`config.mk`:
```
export PLATFORM = sky130hd
export DESIGN_NAME = demux_lec_rtc
export DESIGN_NICKNAME = d
export VERILOG_FILES = /design/src/rtl/rtc_pkg.sv /design/src/rtl/cont_timeout.sv /design/src/rtl/demux_lec_rtc.sv
export SDC_FILE = /design/constraint.sdc
export NUM_CORES = 1
export LEC_CHECK = 0
export ABC_AREA = 1
export CORE_MARGIN = 5
export CORE_UTILIZATION = 44
export DETAILED_ROUTE_END_ITERATION = 10
export PLACE_DENSITY_LB_ADDON = 0.3
export SLEW_MARGIN = 10
export SYNTH_ARGS = -nofsm -noshare
export SYNTH_HDL_FRONTEND = slang
export SYNTH_HIERARCHICAL = 1
export SYNTH_SLANG_ARGS = --single-unit
```
`constraint.sdc`:
```
create_clock -name clk -period 10.35 [get_ports clk]
set_input_delay 3.105 -clock clk [delete_from_list [all_inputs] [get_ports clk]]
set_output_delay 3.105 -clock clk [all_outputs]
set_load 0.02 [all_outputs]
```
`src/rtl/rtc_pkg.sv`:
```
// +----------------------------------------------------------------------+
// | rtc_pkg : shared constants for the RTC byte read/write multiplexers   |
// | rev 1.0                                                              |
// +----------------------------------------------------------------------+
`default_nettype none

package rtc_pkg;

  localparam int N_CH_RTC = 27;

  localparam logic [1:0] ST_IDLE = 2'd0;
  localparam logic [1:0] ST_WAIT = 2'd1;
  localparam logic [1:0] ST_FIN  = 2'd2;

  typedef enum logic [1:0] {
    S_IDLE = ST_IDLE,
    S_WAIT = ST_WAIT,
    S_FIN  = ST_FIN
  } state_e;

  // Channel order matches the write mux so both sides address the same register.
  localparam int CH_SEG     = 0;
  localparam int CH_MIN     = 1;
  localparam int CH_HORA    = 2;
  localparam int CH_DIA     = 3;
  localparam int CH_MES     = 4;
  localparam int CH_ANIO    = 5;
  localparam int CH_DSEM    = 6;
  localparam int CH_T_SEG   = 7;
  localparam int CH_T_MIN   = 8;
  localparam int CH_T_HORA  = 9;
  localparam int CH_CTRL_F0 = 10;
  localparam int CH_LAST    = N_CH_RTC - 1;

endpackage

`default_nettype wire

```
`src/rtl/cont_timeout.sv`:
```
// +----------------------------------------------------------------------+
// | cont_timeout : TW-bit watchdog counter with clear/enable and a flag   |
// | raised on the increment that brings the count to TIMEOUT. rev 1.0     |
// +----------------------------------------------------------------------+
`default_nettype none

module cont_timeout #(
  parameter int TIMEOUT = 255,
  parameter int TW      = 8
) (
  input  logic clk,
  input  logic reset,
  input  logic clr_i,
  input  logic en_i,
  output logic term_o
);

  localparam logic [TW-1:0] c_limit    = TW'(TIMEOUT);
  localparam logic [TW-1:0] c_pre_lim  = TW'(TIMEOUT - 1);

  logic [TW-1:0] count_q;
  logic [TW-1:0] count_d;

  always_comb begin
    count_d = count_q;
    if (clr_i) begin
      count_d = '0;
    end else if (en_i && (count_q != c_limit)) begin
      count_d = count_q + 1'b1;
    end
  end

  always_ff @(posedge clk or posedge reset) begin
    if (reset) begin
      count_q <= '0;
    end else begin
      count_q <= count_d;
    end
  end

  assign term_o = en_i && !clr_i && (count_q == c_pre_lim);

endmodule

`default_nettype wire

```
`src/rtl/demux_lec_rtc.sv`:
```
// +----------------------------------------------------------------------+
// | demux_lec_rtc : one-hot burst reader capturing the RTC channel bytes  |
// | into holding registers, with done/timeout signalling. rev 1.0         |
// +----------------------------------------------------------------------+
`default_nettype none

module demux_lec_rtc
  import rtc_pkg::*;
#(
  parameter int N_CH    = N_CH_RTC,
  parameter int TIMEOUT = 255,
  parameter int TW      = 8
) (
  input  logic              clk,
  input  logic              reset,
  input  logic              start,
  input  logic [7:0]        data_in,
  input  logic              data_valid,
  output logic [N_CH-1:0]   sel,
  output logic [8*N_CH-1:0] regs_out,
  output logic              busy,
  output logic              done,
  output logic              err
);

  localparam int IW = (N_CH > 1) ? $clog2(N_CH) : 1;
  localparam logic [IW-1:0] c_idx_last = IW'(N_CH - 1);

  state_e          state_q;
  logic [N_CH-1:0] sel_q;
  logic [IW-1:0]   idx_q;
  logic            busy_q;
  logic            done_q;
  logic            err_q;
  logic [7:0]      regs_q [N_CH];

  logic            w_wait;
  logic [N_CH-1:0] w_cap;
  logic            w_tmo_clr;
  logic            w_tmo_en;
  logic            w_tmo_term;

  assign w_wait    = (state_q == S_WAIT);
  assign w_cap     = (w_wait && data_valid) ? sel_q : '0;
  // Any capture restarts the watchdog, so a strobe on the limit cycle wins.
  assign w_tmo_clr = !w_wait || data_valid;
  assign w_tmo_en  = w_wait && !data_valid;

  cont_timeout #(
    .TIMEOUT (TIMEOUT),
    .TW      (TW)
  ) u_tmo (
    .clk    (clk),
    .reset  (reset),
    .clr_i  (w_tmo_clr),
    .en_i   (w_tmo_en),
    .term_o (w_tmo_term)
  );

  always_ff @(posedge clk or posedge reset) begin
    if (reset) begin
      state_q <= S_IDLE;
      sel_q   <= '0;
      idx_q   <= '0;
      busy_q  <= 1'b0;
      done_q  <= 1'b0;
      err_q   <= 1'b0;
    end else begin
      done_q <= 1'b0;
      err_q  <= 1'b0;
      case (state_q)
        S_IDLE: begin
          if (start) begin
            state_q <= S_WAIT;
            sel_q   <= N_CH'(1);
            idx_q   <= '0;
            busy_q  <= 1'b1;
          end
        end
        S_WAIT: begin
          if (data_valid) begin
            if (idx_q == c_idx_last) begin
              state_q <= S_FIN;
              sel_q   <= '0;
              idx_q   <= '0;
              busy_q  <= 1'b0;
              done_q  <= 1'b1;
            end else begin
              sel_q <= sel_q << 1;
              idx_q <= idx_q + 1'b1;
            end
          end else if (w_tmo_term) begin
            state_q <= S_IDLE;
            sel_q   <= '0;
            idx_q   <= '0;
            busy_q  <= 1'b0;
            err_q   <= 1'b1;
          end
        end
        S_FIN: begin
          state_q <= S_IDLE;
        end
        default: begin
          state_q <= S_IDLE;
          sel_q   <= '0;
          idx_q   <= '0;
          busy_q  <= 1'b0;
        end
      endcase
    end
  end

  always_ff @(posedge clk or posedge reset) begin
    if (reset) begin
      for (int k = 0; k < N_CH; k++) begin
        regs_q[k] <= '0;
      end
    end else begin
      for (int k = 0; k < N_CH; k++) begin
        if (w_cap[k]) begin
          regs_q[k] <= data_in;
        end
      end
    end
  end

  for (genvar k = 0; k < N_CH; k++) begin : g_out
    assign regs_out[8*k +: 8] = regs_q[k];
  end

  assign sel  = sel_q;
  assign busy = busy_q;
  assign done = done_q;
  assign err  = err_q;

endmodule

`default_nettype wire
```
# Yosys cells after proc, flatten, opt, wreduce, memory -nomap -nowiden
# Index checks and enable logic that the tools add are counted.
[op_classes]
addsub = 2
eq_ne = 8
muxes = 29
n_bitwise = 1
n_reduce_logical = 14
[op_table]
columns = ["cell", "count"]
rows = [
  ["$mux W27", 5],
  ["$pmux W27 S3", 1],
  ["$mux W5", 4],
  ["$mux W8", 2],
  ["$pmux W5 S3", 1],
  ["$mux W1", 10],
  ["$add A8 B1 Y8 const B", 1],
  ["$eq A8 B8 Y1 const B", 1],
  ["$mux W2", 4],
  ["$ne A8 B8 Y1 const B", 1],
  ["$ne A3 B2 Y1 const B", 2],
  ["$reduce_and A3 Y1", 2],
  ["$add A5 B1 Y5 const B", 1],
  ["$eq A5 B5 Y1 const B", 1],
  ["$logic_and A1 B1 Y1", 5],
  ["$pmux W2 S2", 1],
  ["$reduce_and A4 Y1", 1],
  ["$logic_not A1 Y1", 3],
  ["$pmux W1 S3", 1],
  ["$eq A2 B1 Y1 const B", 1],
  ["$eq A2 B2 Y1 const B", 1],
  ["$logic_not A2 Y1", 1],
  ["$ne A2 B2 Y1 const B", 1],
  ["$reduce_bool A2 Y1", 1],
  ["other kinds (2)", 2],
]
[totals]
regBits = 261
elab_cells = 88

# Depth between registers and ports, before layout
[logic_depth]
word_depth = 9
depth_mapped = 13
mapped_depth_nobuf = 13

# By module
# Netlist, hierarchy kept.
[modules_own_cells]
columns = ["mod", "instances", "cells_per_inst", "area_per_inst_um2", "seq_area_each_um2"]
rows = [
  ["demux_lec_rtc", 1, 912, 9595.5, 6331.1],
  ["cont_timeout", 1, 75, 524.3, 200.2],
]

# Least setup slack after synthesis
# OpenSTA, ideal clock, no wires.
[synth_timing]
path_kind = "input to register"
start = "in data_valid"
end = "reg idx_q[0]"
setup_ps = 128
arrival_time_ps = 4556
slack_ps = 5667
path_stages = 11
path_cell_list = "nor2_1 -> inv_1 -> inv_2 -> nand3_1 -> nor4_1 -> inv_1 -> nand3_1 -> nand3_1 -> buf_2 -> nand2_1 -> o21ai_0"
[synth_between]
elab_chain_len = 6
[synth_rtl]
columns = ["item", "line", "source"]
rows = [
  ["start: declaration", "demux_lec_rtc.sv:18", "input logic data_valid,"],
  ["$logic_or A1 B1 Y1", "demux_lec_rtc.sv:46", "assign w_tmo_clr = !w_wait || data_valid;"],
  ["via w_tmo_clr", "demux_lec_rtc.sv:39", "logic w_tmo_clr;"],
  ["$logic_not A1 Y1", "cont_timeout.sv:41", "assign term_o = en_i && !clr_i && (count_q == c_pre_lim);"],
  ["$logic_and A1 B1 Y1 (2 in series)", "cont_timeout.sv:41", ""],
  ["via w_tmo_term", "demux_lec_rtc.sv:41", "logic w_tmo_term;"],
  ["$ne A3 B2 Y1 (no source line)", "--", ""],
  ["$reduce_and A3 Y1 (no source line)", "--", ""],
  ["end signal: assignment", "demux_lec_rtc.sv:90", "idx_q <= idx_q + 1'b1;"],
  ["end: declaration", "demux_lec_rtc.sv:31", "logic [IW-1:0] idx_q;"],
]
# The timed path passes the listed nets, and every way through them passes these cells.
# A chain may end at the register's enable or synchronous reset.

# Worst setup path in the final report
[layout_timing]
start = "in data_valid"
end = "reg sel_q[26], in the netlist sel[26]"
[layout_between]
elab_chain_len = 6
[layout_rtl]
columns = ["item", "line", "source"]
rows = [
  ["$logic_not A1 Y1", "demux_lec_rtc.sv:47", "assign w_tmo_en = w_wait && !data_valid;"],
  ["$logic_and A1 B1 Y1", "demux_lec_rtc.sv:47", ""],
  ["via w_tmo_en", "demux_lec_rtc.sv:40", "logic w_tmo_en;"],
  ["$logic_and A1 B1 Y1 (2 in series)", "cont_timeout.sv:41", ""],
  ["via w_tmo_term", "demux_lec_rtc.sv:41", ""],
  ["$ne A3 B2 Y1 (no source line)", "--", ""],
  ["$reduce_and A3 Y1 (no source line)", "--", ""],
  ["end signal: assignment", "demux_lec_rtc.sv:89", "sel_q <= sel_q << 1;"],
  ["end: declaration", "demux_lec_rtc.sv:30", "logic [N_CH-1:0] sel_q;"],
]
# The timed path passes the listed nets, and every way through them passes these cells.

==> results.cfg <==
[logic_synthesis]
synth_cell_types = 26
synth-adder-area-share = 0.00495
yosys_warnings = 6
syn_area_per_cell_um2 = 10.3
synth_seq_area_share = 0.645
synth-seq-cells = 261
synth-simple-area-share = 0.177
syn-cell-area_um2 = 10100
synth_area_leader_cell = dfrtp_1
synthMuxAreaShare = 0
synth_top_area_frac = 0.645
synth-compound-area-share = 0.115
synth_nets = 1003
ys_top_cells_by_area = dfrtp_1 65%, nand2_1 12%, o21ai_1 7.6%
synth_ff_type = dfrtp_1
synthArstFlopShare = 1.00
syn-instance-count = 987
synth-edff-count = 0
synth_top_family_by_area = simple AND/OR/NAND/NOR gates
synth_commonest_cells = 316 x nand2_1, 261 x dfrtp_1, 154 x o21ai_1, 60 x o21ai_0, 39 x nand3_1
synth_xor_xnor_area_share = 0.00346
synth.most_common_cell = nand2_1

[detailed_routing]
dr.first_iter.drc_count = 404
wl_per_cell_um = 18.3
drc = 0
wl_um = 28100
ant_nets = 0
num_vias = 7694
first_pass_iters = 4
viasPerCell = 5.01

[clock_network]
post_cts_buffers = 0
cts.clk_slew.worst_paths_ns = 0.06
clk_latency_ns = 0.54
htreeDepth = 1
cts.root.buffer_cell = clkbuf_16
cts_max_path_buffers = 3
cts_sinks = 261
holdBufCountCts = 0
cts_buffers = 28
cts_tree = done
cts_resized = 0

[sta]
tightest_slew_ns = 1.02
slew_headroom = 0.322
min_period_ns = 5.24
maxSlewViolCount = 0
finalClockSkew_ns = 0.0160
hold_viol_final = 0
setup_violations = 0
setup_tns_ns = 0
rsz0062_at_grt = false
max_freq_ghz = 0.191
fin_crit_sh = 0.506

[placement]
dp.final_hpwl_um = 18000
io_buffer_count = 257
gp_congestion = 0.785

[setup_path]
cp.buffers_inverters = 4
path_cells = clkdlybuf4s50_1, nor2_1, inv_1, inv_2, nand3_1, nor4_1, inv_1, nand3_1, nand3_2, nand2_1, nand2_1
arrival_ns = 5.66
critPathMaxFanout = 33
worstSetupStartpointType = input port
slowest_delay_ns = 0.55
worstSetupPathType = input port to flop
slowest_stage = nand3_2
crit_family = simple AND/OR/NAND/NOR gates
required_ns = 10.77
crit_path_end_kind = flop

[layout]
nets = 1248
syn_to_final_growth_pct = 35.3
drive_gt1_frac = 0.0791
n_antenna_cell = 0

[global_routing]
use_met3 = 0.0589
grt_pass1_vias = 7722
track_usage = 0.214
grt-ovfl-total = 0
grt_max_degree = 101
antenna_found_initial = 0
grt_pass1_wl_um = 44800
met1_usage = 0.291
grt_busiest_layer = met2
use_met2 = 0.339

[floorplanning]
coreArea_um2 = 22600
die_h_um = 162
row_count = 55
ios = 258
initial_core_util = 0.447
dieArea_um2 = 26100
die_width_um = 162

[power_and_ir_drop]
power_density_nw_per_um2 = 221
ir_worst_vdd_mv = 0.163
static-leakage-power_nw = 6.42
p_total_mw = 3.03

[outcome]
outcome = completed

[worst_hold_path]
min_path_type = flop to flop

[job]
maxCapViolCount = 0
cell usage in the layout, fill, tap and decap left out, types with 2 or more instances in the layout:
cell type	count
inv_2	2
clkbuf_8	4
clkdlybuf4s50_1	257
bufinv_16	4
clkinv_2	4
inv_1	27
ha_1	4
buf_4	11
clkinv_4	2
nand2_4	24
nor2_1	18
nor3_1	2
nand2_2	2
dfrtp_1	261
clkbuf_1	5
o21ai_1	154
o21bai_1	2
clkinvlp_4	2
xor2_1	4
nand2_1	316
o21ai_0	60
nand3_1	38
clkbuf_16	29
o21ai_2	8
a21oi_1	2
nor2_2	3
layout make-up:
| class | instances | area (µm²) |
|---|---|---|
| fillers | 1889 | 8940 |
| flip-flops and latches | 261 | 6530 |
| multi-input cells | 641 | 3050 |
| repair buffers | 268 | 2660 |
| clock buffers | 38 | 800 |
| well taps | 285 | 357 |
| clock inverters | 12 | 173 |
| inverters | 32 | 133 |
stage by stage:
| step | cell area, µm² | setup WS (ns) | hold slack [ns] | utilization | instances |
|---|---|---|---|---|---|
| floorplan | 10100 | 0.288 | 0.487 | - | 987 |
| global route | 13700 | 4.82 | 0.501 | 0.605 | 1537 |
| global placement | 12700 | 4.67 | 0.465 | 0.562 | 1487 |
| detailed placement | 12700 | 4.58 | 0.467 | 0.562 | 1487 |
| CTS | 13700 | 5.15 | 0.483 | 0.605 | 1537 |
| finish | 13700 | 5.11 | 0.480 | 0.605 | 1537 |
power breakdown:
group / switching, mW / internal, mW / leakage, nW
registers: 0.0989 / 1.16 / 3.59
logic: 0.421 / 0.306 / 2.36
clock network: 0.406 / 0.640 / 0.473
total: 0.926 / 2.10 / 6.42
worst register-to-register path, delay by kind of cell, from the launching register on:
| family | cells | cell delay (ns) |
|---|---|---|
| AND/OR/NAND/NOR | 8 | 1.71 |
| flip-flops | 1 | 0.44 |
| buffers and inverters | 4 | 0.55 |
worst paths after layout:
kind,from,endpoint,slack (ns),depth (start not counted)
min in group asynchronous,reset,u_tmo/count_q[7],2.98,2
min,regs_out[64],regs_out[64],0.48,2
max,data_valid,sel[26],5.11,11
max reg2reg,state_q[1],sel[26],7.53,12
max in group asynchronous,reset,regs_out[20],5.76,3
min reg2reg,regs_out[64],regs_out[64],0.48,2
state kept, by name (all words and copies together) (netlist names):
signal	count
err	1
u_tmo/count_q	8
state_q	2
regs_out	216
busy	1
idx_q	5
sel	27
done	1
metal layers:
layer,vias up,routed length [µm]
met2,252,13000
met4,0,766
met5,-,0
met1,3675,12100
li1,3713,-
met3,54,2290
kinds of logic after synthesis:
| kind of cell | Yosys count |
|---|---|
| AND/OR/NAND/NOR | 407 |
| flip-flops | 261 |
| AO/OA/AOI/OAI | 226 |
| buffers and inverters | 85 |
| XOR/XNOR | 4 |
| adder cells (fa/ha/maj) | 4 |
(Power assumes the default switching activity.)
